**src/rtl/sr_link_pkg.sv**
```systemverilog
// Shared definitions for the byte-shift link (transmit and receive ends).
package sr_link_pkg;

    localparam int SR_BYTE_W = 8;

    typedef enum logic [1:0] {
        IDLE   = 2'd0,
        SETUP  = 2'd1,
        STROBE = 2'd2
    } sr_state_e;

    // Counter width able to hold 0..depth-1, never narrower than one bit.
    function automatic int sr_cnt_w(input int depth);
        int w;
        w = $clog2(depth);
        return (w < 1) ? 1 : w;
    endfunction

endpackage

```
**src/rtl/sr_transmit_if.sv**
```systemverilog
// Producer load handshake plus link pins of the byte-shift transmitter.
interface sr_transmit_if #(parameter int M = 8);

    logic                               load_valid;
    logic                               load_ready;
    logic [M-1:0]                       data_in;
    logic                               abort;
    logic [sr_link_pkg::SR_BYTE_W-1:0]  byte_out;
    logic                               set_n;
    logic                               busy;
    logic                               done;

    modport master (
        output load_valid, data_in, abort,
        input  load_ready, byte_out, set_n, busy, done
    );

    modport slave (
        input  load_valid, data_in, abort,
        output load_ready, byte_out, set_n, busy, done
    );

endinterface

```
**src/rtl/sr_phase_timer.sv**
```systemverilog
// Loadable down-counter; tc is high once the loaded count has been consumed.
module sr_phase_timer #(
    parameter int W = 1
) (
    input  logic         clk,
    input  logic         rst,
    input  logic         load,
    input  logic [W-1:0] load_val,
    output logic         tc
);

    logic [W-1:0] cnt;

    always_ff @(posedge clk or negedge rst) begin
        if (!rst)
            cnt <= '0;
        else if (load)
            cnt <= load_val;
        else if (cnt != '0)
            cnt <= cnt - 1'b1;
    end

    assign tc = (cnt == '0);

endmodule

```
**src/rtl/sr_transmit.sv**
```systemverilog
// Serializes an M-bit word into M/8 bytes, strobing set_n low once per byte.
module sr_transmit
    import sr_link_pkg::*;
#(
    parameter int M            = 8,
    parameter int SETUP_CYCLES = 1,
    parameter int LOW_CYCLES   = 1
) (
    input  logic         clk,
    input  logic         rst,
    sr_transmit_if.slave bus
);

    localparam int N     = M / SR_BYTE_W;
    localparam int IDX_W = sr_cnt_w(N);
    localparam int PH_D  = (SETUP_CYCLES > LOW_CYCLES) ? SETUP_CYCLES : LOW_CYCLES;
    localparam int PH_W  = sr_cnt_w(PH_D);

    sr_state_e             state, state_n;
    logic [SR_BYTE_W-1:0]  byte_q, byte_n;
    logic                  set_n_q, set_n_n;
    logic                  ready_q, ready_n;
    logic                  busy_q, busy_n;
    logic                  done_q, done_n;
    logic [IDX_W-1:0]      idx, idx_n;
    logic [M-1:0]          sh, sh_n, sh_shift;
    logic                  tmr_load, tmr_tc;
    logic [PH_W-1:0]       tmr_val;

    // Current byte always sits in sh[7:0]; shifting exposes the next one.
    assign sh_shift = sh >> SR_BYTE_W;

    sr_phase_timer #(.W(PH_W)) u_tmr (
        .clk      (clk),
        .rst      (rst),
        .load     (tmr_load),
        .load_val (tmr_val),
        .tc       (tmr_tc)
    );

    always_ff @(posedge clk or negedge rst) begin
        if (!rst) begin
            state   <= IDLE;
            byte_q  <= '0;
            set_n_q <= 1'b1;
            ready_q <= 1'b1;
            busy_q  <= 1'b0;
            done_q  <= 1'b0;
            idx     <= '0;
            sh      <= '0;
        end else begin
            state   <= state_n;
            byte_q  <= byte_n;
            set_n_q <= set_n_n;
            ready_q <= ready_n;
            busy_q  <= busy_n;
            done_q  <= done_n;
            idx     <= idx_n;
            sh      <= sh_n;
        end
    end

    always_comb begin
        state_n  = state;
        byte_n   = byte_q;
        set_n_n  = set_n_q;
        ready_n  = ready_q;
        busy_n   = busy_q;
        done_n   = 1'b0;
        idx_n    = idx;
        sh_n     = sh;
        tmr_load = 1'b0;
        tmr_val  = '0;

        // Abort wins over both a strobe transition and frame completion.
        if (state != IDLE && bus.abort) begin
            state_n = IDLE;
            set_n_n = 1'b1;
            busy_n  = 1'b0;
            ready_n = 1'b1;
        end else begin
            case (state)
                IDLE: begin
                    if (bus.load_valid && ready_q && !bus.abort) begin
                        sh_n     = bus.data_in;
                        byte_n   = bus.data_in[SR_BYTE_W-1:0];
                        set_n_n  = 1'b1;
                        ready_n  = 1'b0;
                        busy_n   = 1'b1;
                        idx_n    = '0;
                        state_n  = SETUP;
                        tmr_load = 1'b1;
                        tmr_val  = PH_W'(SETUP_CYCLES - 1);
                    end
                end
                SETUP: begin
                    if (tmr_tc) begin
                        set_n_n  = 1'b0;
                        state_n  = STROBE;
                        tmr_load = 1'b1;
                        tmr_val  = PH_W'(LOW_CYCLES - 1);
                    end
                end
                STROBE: begin
                    if (tmr_tc) begin
                        set_n_n = 1'b1;
                        if (idx != IDX_W'(N - 1)) begin
                            idx_n    = idx + 1'b1;
                            sh_n     = sh_shift;
                            byte_n   = sh_shift[SR_BYTE_W-1:0];
                            state_n  = SETUP;
                            tmr_load = 1'b1;
                            tmr_val  = PH_W'(SETUP_CYCLES - 1);
                        end else begin
                            state_n = IDLE;
                            busy_n  = 1'b0;
                            ready_n = 1'b1;
                            done_n  = 1'b1;
                        end
                    end
                end
                default: begin
                    state_n = IDLE;
                    set_n_n = 1'b1;
                    busy_n  = 1'b0;
                    ready_n = 1'b1;
                end
            endcase
        end
    end

    assign bus.byte_out   = byte_q;
    assign bus.set_n      = set_n_q;
    assign bus.load_ready = ready_q;
    assign bus.busy       = busy_q;
    assign bus.done       = done_q;

endmodule

```
**src/flat_wrapper.sv**
```systemverilog
// flat-port wrapper written by rule: the top's interface ports become plain ports
module sr_transmit_flat import sr_link_pkg::*;
#(
    parameter int M            = 8,
    parameter int SETUP_CYCLES = 1,
    parameter int LOW_CYCLES   = 1
)
  (clk, rst, bus_load_valid, bus_data_in, bus_abort, bus_load_ready, bus_byte_out, bus_set_n, bus_busy, bus_done);
  sr_transmit_if #(.M(M)) bus_i ();
  input  logic clk;
  input  logic rst;
  input wire logic [$bits(bus_i.load_valid)-1:0] bus_load_valid;
  input wire logic [$bits(bus_i.data_in)-1:0] bus_data_in;
  input wire logic [$bits(bus_i.abort)-1:0] bus_abort;
  output wire logic [$bits(bus_i.load_ready)-1:0] bus_load_ready;
  output wire logic [$bits(bus_i.byte_out)-1:0] bus_byte_out;
  output wire logic [$bits(bus_i.set_n)-1:0] bus_set_n;
  output wire logic [$bits(bus_i.busy)-1:0] bus_busy;
  output wire logic [$bits(bus_i.done)-1:0] bus_done;
  assign bus_i.load_valid = bus_load_valid;
  assign bus_i.data_in = bus_data_in;
  assign bus_i.abort = bus_abort;
  assign bus_load_ready = bus_i.load_ready;
  assign bus_byte_out = bus_i.byte_out;
  assign bus_set_n = bus_i.set_n;
  assign bus_busy = bus_i.busy;
  assign bus_done = bus_i.done;
  sr_transmit #(.M(M), .SETUP_CYCLES(SETUP_CYCLES), .LOW_CYCLES(LOW_CYCLES)) u_core (.clk(clk), .rst(rst), .bus(bus_i));
endmodule
```
**config.mk**
```make
export PLATFORM = sky130hd
export DESIGN_NAME = sr_transmit_flat
export DESIGN_NICKNAME = d
export VERILOG_FILES = /design/src/rtl/sr_link_pkg.sv /design/src/rtl/sr_transmit_if.sv /design/src/rtl/sr_phase_timer.sv /design/src/rtl/sr_transmit.sv /design/src/flat_wrapper.sv
export SDC_FILE = /design/constraint.sdc
export NUM_CORES = 1
export LEC_CHECK = 0
export BUFFER_PORTS_ARGS = -buffer_cell sky130_fd_sc_hd__clkbuf_2
export CAP_MARGIN = 30
export CELL_PAD_IN_SITES_DETAIL_PLACEMENT = 1
export CELL_PAD_IN_SITES_GLOBAL_PLACEMENT = 1
export CORE_MARGIN = 5
export CORE_UTILIZATION = 30
export DETAILED_ROUTE_END_ITERATION = 6
export HOLD_SLACK_MARGIN = 0.12
export PLACE_DENSITY_LB_ADDON = 0.2
export SLEW_MARGIN = 20
export SYNTH_ARGS = -nofsm -noshare
export SYNTH_HDL_FRONTEND = slang
export SYNTH_SLANG_ARGS = --single-unit
```
**constraint.sdc**
```tcl
create_clock -name clk -period 1.5 [get_ports clk]
set_clock_uncertainty 0.1 [all_clocks]
set_input_delay 0.15 -clock clk [delete_from_list [all_inputs] [get_ports clk]]
set_output_delay 0.15 -clock clk [all_outputs]
set_load 0.005 [all_outputs]
```
==> run summary, run 1 <==
The flow ran to the end, and the final reports show no timing, DRC or antenna violations. The switching component of the power came out at 217.4 µW. The cell area that synthesis handed to floorplanning was 533.0 µm². The worst setup path is captured at a register. The maximum cell stage delay along the critical path is 0.56 ns.

The layout filler cell count came out at approximately 180. The layout overhead on the synthesized area is 75.82%. The net count of the mapped netlist came out at 46. The number of iterations in the first detailed-routing pass came out at 3. The count of endpoints failing setup in the final report is 0.

The share of final-layout standard cells stronger than drive strength 1 came out at 59.26%. The relative contribution of sequential cells to total power is 50.2%. The switching fraction of total power is between 20% and 30%.

Summing over every cut layer, the via total after detailed routing is 464. Across the VDD grid, the largest voltage drop is 550.5 µV. Once placement finished, the instance area stood at 723.2 µm². The leakage power summed over all cells is 0.4740 nW.

The number of hold violations in the final report came out at 0. In the post-synthesis netlist, the cell with the most instances is sky130_fd_sc_hd__dfrtp_1. The type of the worst setup path is register to register. The relative max-transition margin is 77.17%. The final clock period utilization by the worst path came out at 99.65%. The number of max-slew violations in the final report is 0. The leftover overflow at the end of global routing came out at 0. The maximum number of pins on one net before global-route repair came out at 15. The share of flip-flops with an asynchronous set or reset after synthesis is 100.0%. In the routed design, unresolved DRC markers number 0. Detailed placement finished with a half-perimeter wire length of 872.3 µm.

In this run, synthesis inferred 0 flip-flops with an integrated enable. Routability-driven placement finished with a final weighted congestion of 0.7442. The die area is about 0.0027 mm². The data required time at the worst endpoint came out at between 1.5 and 2 ns.

In this run the standard cell core region covers 0.001708 mm². The clock reaches the later pin of the worst-skew pair after 0.27 ns. TritonCTS created 3 clock buffers. Setup repair after global routing could not meet its margin everywhere. The deepest clock path buffer count is 2. The violation count after the first detailed-route iteration came out at 2. The average instance in the mapped netlist occupies approximately 16 µm². For the pin with the worst max-slew slack, the measured transition is between 0.3 and 0.4 ns. The number of antenna diodes is 0. The signal on the critical path passes through nand2_4, nor4_4, buf_6, mux2_4.

The number of antenna violations at the first check in global routing came out at 0. Clock-pin slew was measured on the worst setup and hold paths at ~0.080 ns. On the critical path, the stage with the largest delay is an instance of sky130_fd_sc_hd__dfstp_2. The final net count came out at between 90 and 100. The total clock sinks is 14. The aggregate negative setup slack is 0 ns.

The post-synthesis register bit count is 14. The number of input and output port buffers inserted is 23. The critical path data arrival time came out at roughly 1.6 ns. The count of distinct cell types in the synthesized netlist came out at 13. In this run the remaining antenna-violating nets after routing total 0. Summed over all instances, the cell type with the most area after synthesis is sky130_fd_sc_hd__dfrtp_1.

The internal cell power is 748.0 µW. The first global-routing pass estimated 2.125 mm of wire. The classification of the worst-slack hold path is input port to register.

The routed via count divided by cell count is 4.377. The clock share of power is 27.1%. Sorting the synthesized cells by area gives the leading types as sky130_fd_sc_hd__dfrtp_1 (56%), sky130_fd_sc_hd__mux2_2 (17%), sky130_fd_sc_hd__dfstp_2 (9.9%). The total wire length after detailed routing came out at 1.394 mm.

The die width is ~52 µm. The count of non-filler cells in the finished layout is 106. In this run the number of H-tree levels came out at 1. For this run, the number of Yosys warnings is 0.

The via count of the first global-routing pass was 488. The shortest clock period the worst path allows after layout came out at 1.495 ns. The boundary pin count is 24. The largest fanout of any net on the critical path is 6. The cell count after synthesis came out at 34. The initialized floorplan defines 15 standard-cell rows. The total power divided by cell area is 1030 mW/mm². The area share of the leading cell type in the synthesized netlist is approximately 56%. The max capacitance violation total is 0. For this configuration, the core starts out at a cell density of 31.21%.

The average wire per cell in the routed design came out at 13.15 µm. With fillers left out, the area of the finished cells amounts to 937.1 µm². Timing would allow up to 669.0 MHz. In this run, placement finished with an instance count of between 80 and 90.

The combinational fraction of design power is between 20% and 30%. Among all flip-flop cells after synthesis, the most frequent one is sky130_fd_sc_hd__dfrtp_1. The global-route usage over all layers came out at 11.17%. The TritonCTS clock tree is yes. The commonest cells after synthesis are sky130_fd_sc_hd__dfrtp_1 (12), sky130_fd_sc_hd__mux2_2 (8), sky130_fd_sc_hd__a21oi_1 (2), sky130_fd_sc_hd__dfstp_2 (2), sky130_fd_sc_hd__nor3b_1 (2). The multi-input combinational cells in the finished layout cover a total of 217.7 µm². The die height came out at 52.15 µm. The root buffer cell is sky130_fd_sc_hd__clkbuf_4. The fraction of the yosys area taken by sequential cells came out at 66.20%. On the final layout, the worst hold slack is 0.1323 ns.

The critical path launch point type is a register. The register cell area after layout is approximately 350 µm².
worst paths after layout:
kind,slack (ns),depth (start not counted),endpoint,start
max reg2reg,0.005,4,u_core.bus.byte_out[5]$_DFFE_PN0P_,u_core.bus.load_ready$_DFFE_PN1P_
min in group asynchronous,0.21,2,u_core.bus.byte_out[0]$_DFFE_PN0P_,rst
min reg2reg,0.40,1,u_core.bus.busy$_DFFE_PN0P_,u_core.bus.busy$_DFFE_PN0P_
max in group asynchronous,0.79,2,u_core.bus.load_ready$_DFFE_PN1P_,rst
max,0.005,4,u_core.bus.byte_out[5]$_DFFE_PN0P_,u_core.bus.load_ready$_DFFE_PN1P_
min,0.13,3,u_core.bus.set_n$_DFFE_PN1P_,bus_abort
layout by cell type (no fill, tap or decap), types with 2 or more instances in the layout:
master and n:
sky130_fd_sc_hd__a21oi_1 2, sky130_fd_sc_hd__buf_4 7, sky130_fd_sc_hd__clkbuf_2 23, sky130_fd_sc_hd__clkbuf_4 3, sky130_fd_sc_hd__dfrtp_1 12, sky130_fd_sc_hd__dfstp_2 2, sky130_fd_sc_hd__dlygate4sd3_1 12, sky130_fd_sc_hd__mux2_4 8
sky130_fd_sc_hd__nor3b_1 2
state kept, by name, indices dropped and copies added, names as in the netlist:
register,count
u_core.bus.busy,1
u_core.bus.byte_out,8
u_core.bus.done,1
u_core.bus.load_ready,1
u_core.bus.set_n,1
u_core.state,2
critical path: cells and delay by family (launching register included):
kind / cells / cell delay [ns]
and+or+nand+nor: 2 / 0.23
muxes: 1 / 0.30
buffers and inverters: 1 / 0.19
DFF: 1 / 0.56
per-layer routing:
metal | up-vias | wire length [µm] | track usage [%]
met5 | - | 0 | 0
met4 | 0 | 0 | 3.830
met3 | 0 | 64 | 5.444
met2 | 10 | 750 | 19.67
met1 | 237 | 579 | 11.41
li1 | 217 | - | -
kinds of logic (layout without fill, tap and decap cells):
family	count (synthesis)	in the layout	synth area share (%)
AOI/OAI and AO/OA	6	6	7.512
buffers and inverters	0	47	0
DFF	14	14	66.20
muxes	8	8	16.90
and+or+nand+nor	6	6	9.388
stage by stage:
stage | setup slack (ns) | util (%) | power, mW
after global placement | 0.02685 | 42.34 | 0.6663
after CTS | -0.01595 | 52.38 | 0.9623
after global routing | -0.03672 | 54.87 | 1.028
after detailed placement | -0.01418 | 42.34 | 0.6664
after floorplan | -0.1096 | - | 0.5641
final | 0.005221 | 54.87 | 0.9654
cell type report:
cell class,instances,area share (%)
Timing Repair Buffer,43,31.91
Clock buffer,4,3.872
Sequential cell,14,37.65
Tap cell,25,3.338
Multi-Input combinational cell,20,23.23
timing repair:
item	in CTS	in global routing
gates resized for setup	2	7
endpoints found under the hold margin	24	0
setup endpoints to repair	5	8
setup buffers	1	2
hold buffers	12	0
pin swaps	0	0
gates cloned	0	0
power groups by stage:
stage / clock network (mW) / registers, mW / logic, mW
floorplan: 0 / 0.495 / 0.0690
global placement: 0 / 0.491 / 0.175
detailed placement: 0 / 0.492 / 0.174
CTS: 0.275 / 0.485 / 0.203
global route: 0.298 / 0.492 / 0.238
finish: 0.261 / 0.485 / 0.219
No activity file was read; power rests on OpenSTA's default activity.
==> inputs of run 2 (changes only) <==
--- a/config.mk
+++ b/config.mk
@@ -12,4 +12,6 @@
 export CORE_MARGIN = 5
-export CORE_UTILIZATION = 30
+export CORE_UTILIZATION = 33
+export CTS_BUF_LIST = sky130_fd_sc_hd__clkbuf_4 sky130_fd_sc_hd__clkbuf_8
 export DETAILED_ROUTE_END_ITERATION = 6
+export GPL_TIMING_DRIVEN = 0
 export HOLD_SLACK_MARGIN = 0.12
==> constraint.sdc (replaced) <==
create_clock -name clk -period 1.5 [get_ports clk]
set_clock_uncertainty 0.1 [all_clocks]
set_input_delay 0.3 -clock clk [delete_from_list [all_inputs] [get_ports clk]]
set_output_delay 0.3 -clock clk [all_outputs]
set_load 0.005 [all_outputs]
==> run 2 against run 1 <==
  * The flow now finishes with violations (negative setup slack)
  * Sequential share of layout area up 6.8 points
  * Clock power increased by 3%
  * Largest cell class unchanged
  * Final cell count is 22% lower
  * Die area shrank 7.4%
  * Maximum frequency shrank 0.44%
  * Critical endpoint is now u_core.bus.byte_out[1]$_DFFE_PN0P_
  * Global-route usage up 0.43 points
  * First-iteration DRC count unchanged
==> run summary, run 2 (synthesis results as in run 1) <==
The share of final-layout standard cells stronger than drive strength 1 is 67.16% (+7.9 points). The minimum setup slack after placement came out at -0.2860 ns (-0.2719 ns). The largest fanout of any net on the critical path came out at 3 (-3). The number of antenna-violating nets in the routed design is 0 (unchanged). The root buffer cell is sky130_fd_sc_hd__clkbuf_4.

The number of hold violations in the final report is 0 (unchanged). The number of buffers inserted during clock tree synthesis came out at 3 (unchanged). The leakage power summed over all cells is 0.4130 nW (-13%).

The worst setup path is launched from a register. The final clock period utilization by the worst path came to 100.1% (+0.44 points). STA classifies the critical path endpoint as a register. The die area came to 0.002519 mm² (-7.4%). The max capacitance violation total is 0 (unchanged). The cell row count was 14 (-1). The clock latency on the worst-skew pair is 0.28 ns (about the same). The boundary pin count came out at 24 (unchanged). The effective utilization at floorplan came out at 34.98% (+3.8 points). The flow ran to the end, but the final reports show violations. The weighted congestion reported at the end of routability-driven placement is 0.6832 (-8.2%). The library cell used most frequently in the layout, excluding fill and tap cells, is sky130_fd_sc_hd__clkbuf_2. The met1 layer usage reported by global route came out at 13.06% (+1.7 points).

The die width came out at 50.19 µm (-3.8%). The total wire length after detailed routing came out at 1.220 mm (-12%). The number of antenna diodes was 0 (unchanged). The flip-flop count of the largest register, all copies and words added is 8 (unchanged). The die height came to 50.19 µm (-3.8%). The setup path with the least slack is of type register to register. The layer with the highest usage after global routing is met2. The data required time at the worst endpoint came out at 1.57 ns (about the same).

The final net count is 80 (-15%). The relative max-transition margin came out at 76.50% (-0.67 points). The smallest setup slack after layout is -0.001375 ns (-0.006596 ns). The met3 track demand over resource in global routing came out at 4.734% (-0.71 points).

The number of iterations in the first detailed-routing pass is 2 (-1). The classification of the worst-slack hold path is input port to register. The total power divided by cell area is 1202 mW/mm² (+17%). The final reports fail on negative setup slack. The peak clock frequency supported by timing is 666.1 MHz (-0.44%). The critical path data arrival time is 1.57 ns (+0.02 ns).

The number of max-slew violations in the final report is 0 (unchanged). The number of H-tree levels was 1 (unchanged). Compared with the post-synthesis result, the final layout area differs by 48.83%. The DRC violation count after routing is 0 (unchanged). The via count of the first global-routing pass came out at 454 (-7.0%). Setup repair after global routing could not meet its margin everywhere. The violation count after the first detailed-route iteration is 2 (unchanged).

The maximum number of pins on one net before global-route repair is 15 (unchanged). The shortest clock period the worst path allows after layout was 1.501 ns (+0.006596 ns). The average wire per cell in the routed design came out at 14.70 µm (+12%). The met2 capacity usage during global routing is 19.04% (-0.63 points).

The number of antenna violations at the first check in global routing is 0 (unchanged). The total clock sinks is 14 (unchanged). The global-route usage over all layers was 11.60% (+0.43 points). The count of non-filler cells in the finished layout is 83 (-22%). The area of the placeable core is 0.001524 mm² (-11%). The number of vias in the routed layout came out at 409 (-12%). In the layout the commonest cells are sky130_fd_sc_hd__clkbuf_2 (23), sky130_fd_sc_hd__dfrtp_1 (12), sky130_fd_sc_hd__mux2_4 (8).

The deepest clock path buffer count is 2 (unchanged). The number of input and output port buffers inserted is 23 (unchanged). The largest vdd supply drop is 574.0 µV (+4.3%). The clock-pin transition on the worst setup and hold timing paths was 0.08 ns (about the same). The cell total after placement is 73 (-16%). TritonCTS built the clock tree. The leftover overflow at the end of global routing came out at 0 (unchanged). The count of endpoints failing setup in the final report came out at 1 (+1). The routed via count divided by cell count came out at 4.928 (+13%). The slew at the pin closest to its max-slew limit came out at 0.3524 ns (+0.01004 ns).

The global-route wire length before repair is 2.235 mm (+5.2%).
## run 2: final cells by class
cell class              instances  area (µm²)
clock buffers                   4       36.28
fillers                       171       730.7
multi-input cells              20       217.7
flip-flops and latches         14       352.8
well taps                      16       20.02
repair buffers                 29       166.4
## run 2: repair_timing
item / 4_1_cts / 5_1_grt
setup buffers: 5 / 0
endpoints found under the setup margin: 9 / 9
hold buffers: 1 / 0
hold endpoints to repair: 14 / 0
pin swaps: 2 / 2
gates resized for setup: 8 / 1
## run 2: layer usage
layer,wire [µm],vias up
met3,92,2
met2,641,15
met5,0,-
met1,461,204
li1,-,188
met4,25,0
## run 2: worst max-delay path, stage by stage (launching register included)
cell and delay [ns]:
sky130_fd_sc_hd__dfstp_2 0.56, sky130_fd_sc_hd__nand2_4 0.06, sky130_fd_sc_hd__nor4_4 0.18, sky130_fd_sc_hd__buf_4 0.20
sky130_fd_sc_hd__mux2_4 0.30
## run 2: final timing paths
path                                                       to  cells past startpoint  slack, ns                         startpoint
max                        u_core.bus.byte_out[1]$_DFFE_PN0P_                      4     -0.001  u_core.bus.load_ready$_DFFE_PN1P_
min                        u_core.bus.byte_out[5]$_DFFE_PN0P_                      2       0.15                     bus_data_in[5]
max reg2reg                u_core.bus.byte_out[1]$_DFFE_PN0P_                      4     -0.001  u_core.bus.load_ready$_DFFE_PN1P_
min reg2reg                       u_core.bus.busy$_DFFE_PN0P_                      1       0.40        u_core.bus.busy$_DFFE_PN0P_
max in group asynchronous        u_core.bus.set_n$_DFFE_PN1P_                      2       0.65                                rst
min in group asynchronous         u_core.state[1]$_DFFE_PN0P_                      2       0.35                                rst
## run 2: power by group
group / internal, mW / switching (mW)
Sequential: 0.451 / 0.0334
Clock: 0.148 / 0.123
Combinational: 0.131 / 0.0676
## run 2: per-stage QoR
step | setup TNS [ns] | total power, mW | utilization (%) | area (µm²) | hold WS, ns
after global routing | -0.3562 | 1.024 | 52.05 | 793.3 | 0.1273
after CTS | -0.9172 | 0.9755 | 51.72 | 788.3 | 0.1333
after detailed placement | -2.185 | 0.6685 | 44.25 | 674.4 | 0.1288
after floorplan | -0.8283 | 0.5641 | - | 539.3 | -0.09559
final | -0.001375 | 0.9534 | 52.05 | 793.3 | 0.1451
after global placement | -2.189 | 0.6609 | 44.25 | 674.4 | 0.1264
==> inputs of run 3 (changes only) <==
- CELL_PAD_IN_SITES_DETAIL_PLACEMENT: 1 -> not set
- CELL_PAD_IN_SITES_GLOBAL_PLACEMENT: 1 -> not set
- CORE_AREA: not set -> 5 5 42 44
- CORE_MARGIN: 5 -> not set
- CORE_UTILIZATION: 33 -> not set
- DIE_AREA: not set -> 0 0 47 49
- PLACE_DENSITY: not set -> 0.79
- PLACE_DENSITY_LB_ADDON: 0.2 -> not set
- clock period: 1.5 -> 1.6 ns (I/O delays scaled with it)
==> run 3 against run 2 <==
  * The run now ends clean
  * Core utilization is 2.5 points higher
  * Worst hold slack better by 0.033 ns
  * Sequential power is 6.0% lower
  * Maximum frequency is 0.13% lower
  * Combinational power is 6% lower
  * Critical path depth stayed put
  * Via count is 6.8% lower
  * Setup slack better by 0.098 ns
  * Power is 13% lower
  * Critical endpoint is now u_core.bus.byte_out[6]$_DFFE_PN0P_
==> run summary, run 3 (synthesis results as in run 1) <==
The run finished with clean final reports. The library cell used most frequently in the layout, excluding fill and tap cells, is sky130_fd_sc_hd__clkbuf_2. The die width is 47 µm (-6.4%). The share of final-layout standard cells stronger than drive strength 1 was 65.63% (-1.5 points).

The peak clock frequency supported by timing is 665.2 MHz (-0.13%). The clock-pin transition on the worst setup and hold timing paths is 0.08 ns (about the same). The relative max-transition margin came out at 77.15% (+0.65 points). Setup repair after global routing left no endpoint under its margin. The leakage power summed over all cells was 0.3962 nW (-4.1%). The area of the placeable core is 0.001401 mm² (-8.0%). The leftover overflow at the end of global routing is 0 (unchanged). The total power of the final layout is 831.6 µW (-13%).

The maximum number of pins on one net before global-route repair came out at 15 (unchanged). The shortest clock period the worst path allows after layout was 1.503 ns (+0.001887 ns). The total clock sinks came out at 14 (unchanged).

The number of H-tree levels is 1 (unchanged). The count of endpoints failing setup in the final report is 0 (-1). met1 is the most crowded layer.

The final-layout worst hold slack came to 0.1778 ns (+0.03265 ns). The number of input and output port buffers inserted came out at 23 (unchanged). The number of hold violations in the final report came out at 0 (unchanged). The aggregate negative setup slack is 0 ns (+0.001375 ns).

The maximum cell stage delay along the critical path came out at 0.56 ns (about the same). The classification of the worst-slack hold path is input port to register. The number of buffers and inverters on the critical path is 1 (unchanged). The type of the worst setup path is register to register. The number of antenna diodes is 0 (unchanged). The total power divided by cell area came out at 1088 mW/mm² (-9.5%).

The final clock period utilization by the worst path is 93.95% (-6.1 points). The cell row count came out at 14 (unchanged). The average wire per cell in the routed design came out at 13.94 µm (-5.2%). The global-route wire length before repair came out at 1.973 mm (-12%). Walking the worst path, the cells encountered are nand2_4, nor4_4, buf_6, mux2_4. The number of buffers inserted during clock tree synthesis is 3 (unchanged).

The worst register-to-register path begins at u_core.bus.load_ready$_DFFE_PN1P_. The TritonCTS clock tree is yes. For hold timing, the worst endpoint is u_core.bus.byte_out[2]$_DFFE_PN0P_.

The critical path data arrival time is 1.56 ns (about the same). The slew at the pin closest to its max-slew limit is 0.3427 ns (-0.009719 ns). The total wire length after detailed routing came to 1.115 mm (-8.6%). The final net count is 78 (-2.5%). The top cell types in the final layout, fill and taps aside, are sky130_fd_sc_hd__clkbuf_2 (23), sky130_fd_sc_hd__dfrtp_1 (12), sky130_fd_sc_hd__mux2_4 (8). STA classifies the critical path startpoint as a register. The worst register-to-register path ends at u_core.bus.byte_out[6]$_DFFE_PN0P_. The number of antenna violations at the first check in global routing is 0 (unchanged). The DRC violation count after routing is 0 (unchanged). The violation count after the first detailed-route iteration came to 0 (-2).

The flip-flop count of the largest register, all copies and words added is 8 (unchanged). The number of iterations in the first detailed-routing pass is 1 (-1). The deepest clock path buffer count is 2 (unchanged). The max capacitance violation total was 0 (unchanged). The largest fanout of any net on the critical path is 8 (+5). The global-route usage over all layers came out at 12.07% (+0.47 points). The number of antenna-violating nets in the routed design came out at 0 (unchanged). The boundary pin count came out at 24 (unchanged).

The effective utilization at floorplan was 38.04% (+3.1 points). The met2 capacity usage during global routing came to 16.29% (-2.7 points). The data required time at the worst endpoint is 1.66 ns (+0.09 ns). The routed via count divided by cell count came to 4.763 (-3.4%).

The met1 layer usage reported by global route is 16.78% (+3.7 points). The weighted congestion reported at the end of routability-driven placement is 0.6928 (+1.4%). STA classifies the critical path endpoint as a register. The via count of the first global-routing pass came out at 419 (-7.7%).

Among all stages on the critical path, the largest delay is contributed by sky130_fd_sc_hd__dfstp_2. The worst hold path cell count is 2 (unchanged). The number of max-slew violations in the final report is 0 (unchanged). In this design, the largest share of critical-path delay is due to flip-flops.

The largest vdd supply drop came out at 493.9 µV (-14%). The number of vias in the routed layout came out at 381 (-6.8%). The number of cells on the critical path came to 4 (unchanged). The register-to-register setup slack came out at 0.1 ns (+0.10 ns).

The clock latency on the worst-skew pair came out at 0.27 ns (about the same). The depth of the worst register-to-register path came out at 4 (unchanged). The die area came out at 0.002303 mm² (-8.6%). The root buffer cell is sky130_fd_sc_hd__clkbuf_4. The worst hold path begins at bus_data_in[2]. The die height is 49 µm (-2.4%).

The layout overhead on the synthesized area is 43.43%. The met3 track demand over resource in global routing is 4.428% (-0.31 points).
==> run 3: cell count changes in the layout (fill, tap and decap cells not counted), sizes merged <==
cell	delta
buf	-2
clkbuf	-1
==> run 3: what timing repair did <==
action                                 4_1_cts  5_1_grt
setup endpoints to repair                    8        8
setup buffers                                3        0
resized for setup                           11        0
pin swaps                                    1        1
endpoints found under the hold margin       12        0
hold buffers                                 1        0
==> run 3: layout make-up <==
| cell class | count | area, µm² |
|---|---|---|
| Timing Repair Buffer | 27 | 151.4 |
| Sequential cell | 14 | 352.8 |
| Fill cell | 131 | 636.9 |
| Tap cell | 16 | 20.02 |
| Clock buffer | 3 | 22.52 |
| Multi-Input combinational cell | 20 | 217.7 |
==> run 3: per-stage QoR <==
stage               instance area [µm²]  util, %  setup WS (ns)  cells
floorplan                         533.0        -       -0.01180     34
global placement                  668.1    47.68        -0.1588     73
detailed placement                668.1    47.68        -0.1761     73
CTS                               764.5    54.55       -0.03589     80
global route                      764.5    54.55        0.05036     80
finish                            764.5    54.55        0.09674     80
==> run 3: how the worst max path moves through the flow <==
stage,startpoint,endpoint,slack (ns)
global route,u_core.bus.load_ready$_DFFE_PN1P_,u_core.bus.byte_out[6]$_DFFE_PN0P_,0.05
floorplan,u_core.bus.load_ready$_DFFE_PN1P_,u_core.bus.byte_out[0]$_DFFE_PN0P_,-0.01
detailed placement,u_core.bus.load_ready$_DFFE_PN1P_,u_core.bus.byte_out[1]$_DFFE_PN0P_,-0.18
global placement,u_core.bus.load_ready$_DFFE_PN1P_,u_core.bus.byte_out[0]$_DFFE_PN0P_,-0.16
finish,u_core.bus.load_ready$_DFFE_PN1P_,u_core.bus.byte_out[6]$_DFFE_PN0P_,0.1
CTS,u_core.bus.load_ready$_DFFE_PN1P_,u_core.bus.byte_out[1]$_DFFE_PN0P_,-0.04
==> run 3: power by group <==
part           leakage (nW)  internal [mW]  switching (mW)
clock                0.0138         0.0870           0.103
combinational         0.202          0.123          0.0632
sequential            0.180          0.423          0.0328
total                 0.396          0.632           0.199
==> run 3: routing by layer <==
| layer | up-vias | routed length, µm |
|---|---|---|
| met5 | - | 0 |
| met4 | 0 | 0 |
| met3 | 0 | 107 |
| met2 | 18 | 529 |
| met1 | 183 | 477 |
| li1 | 180 | - |
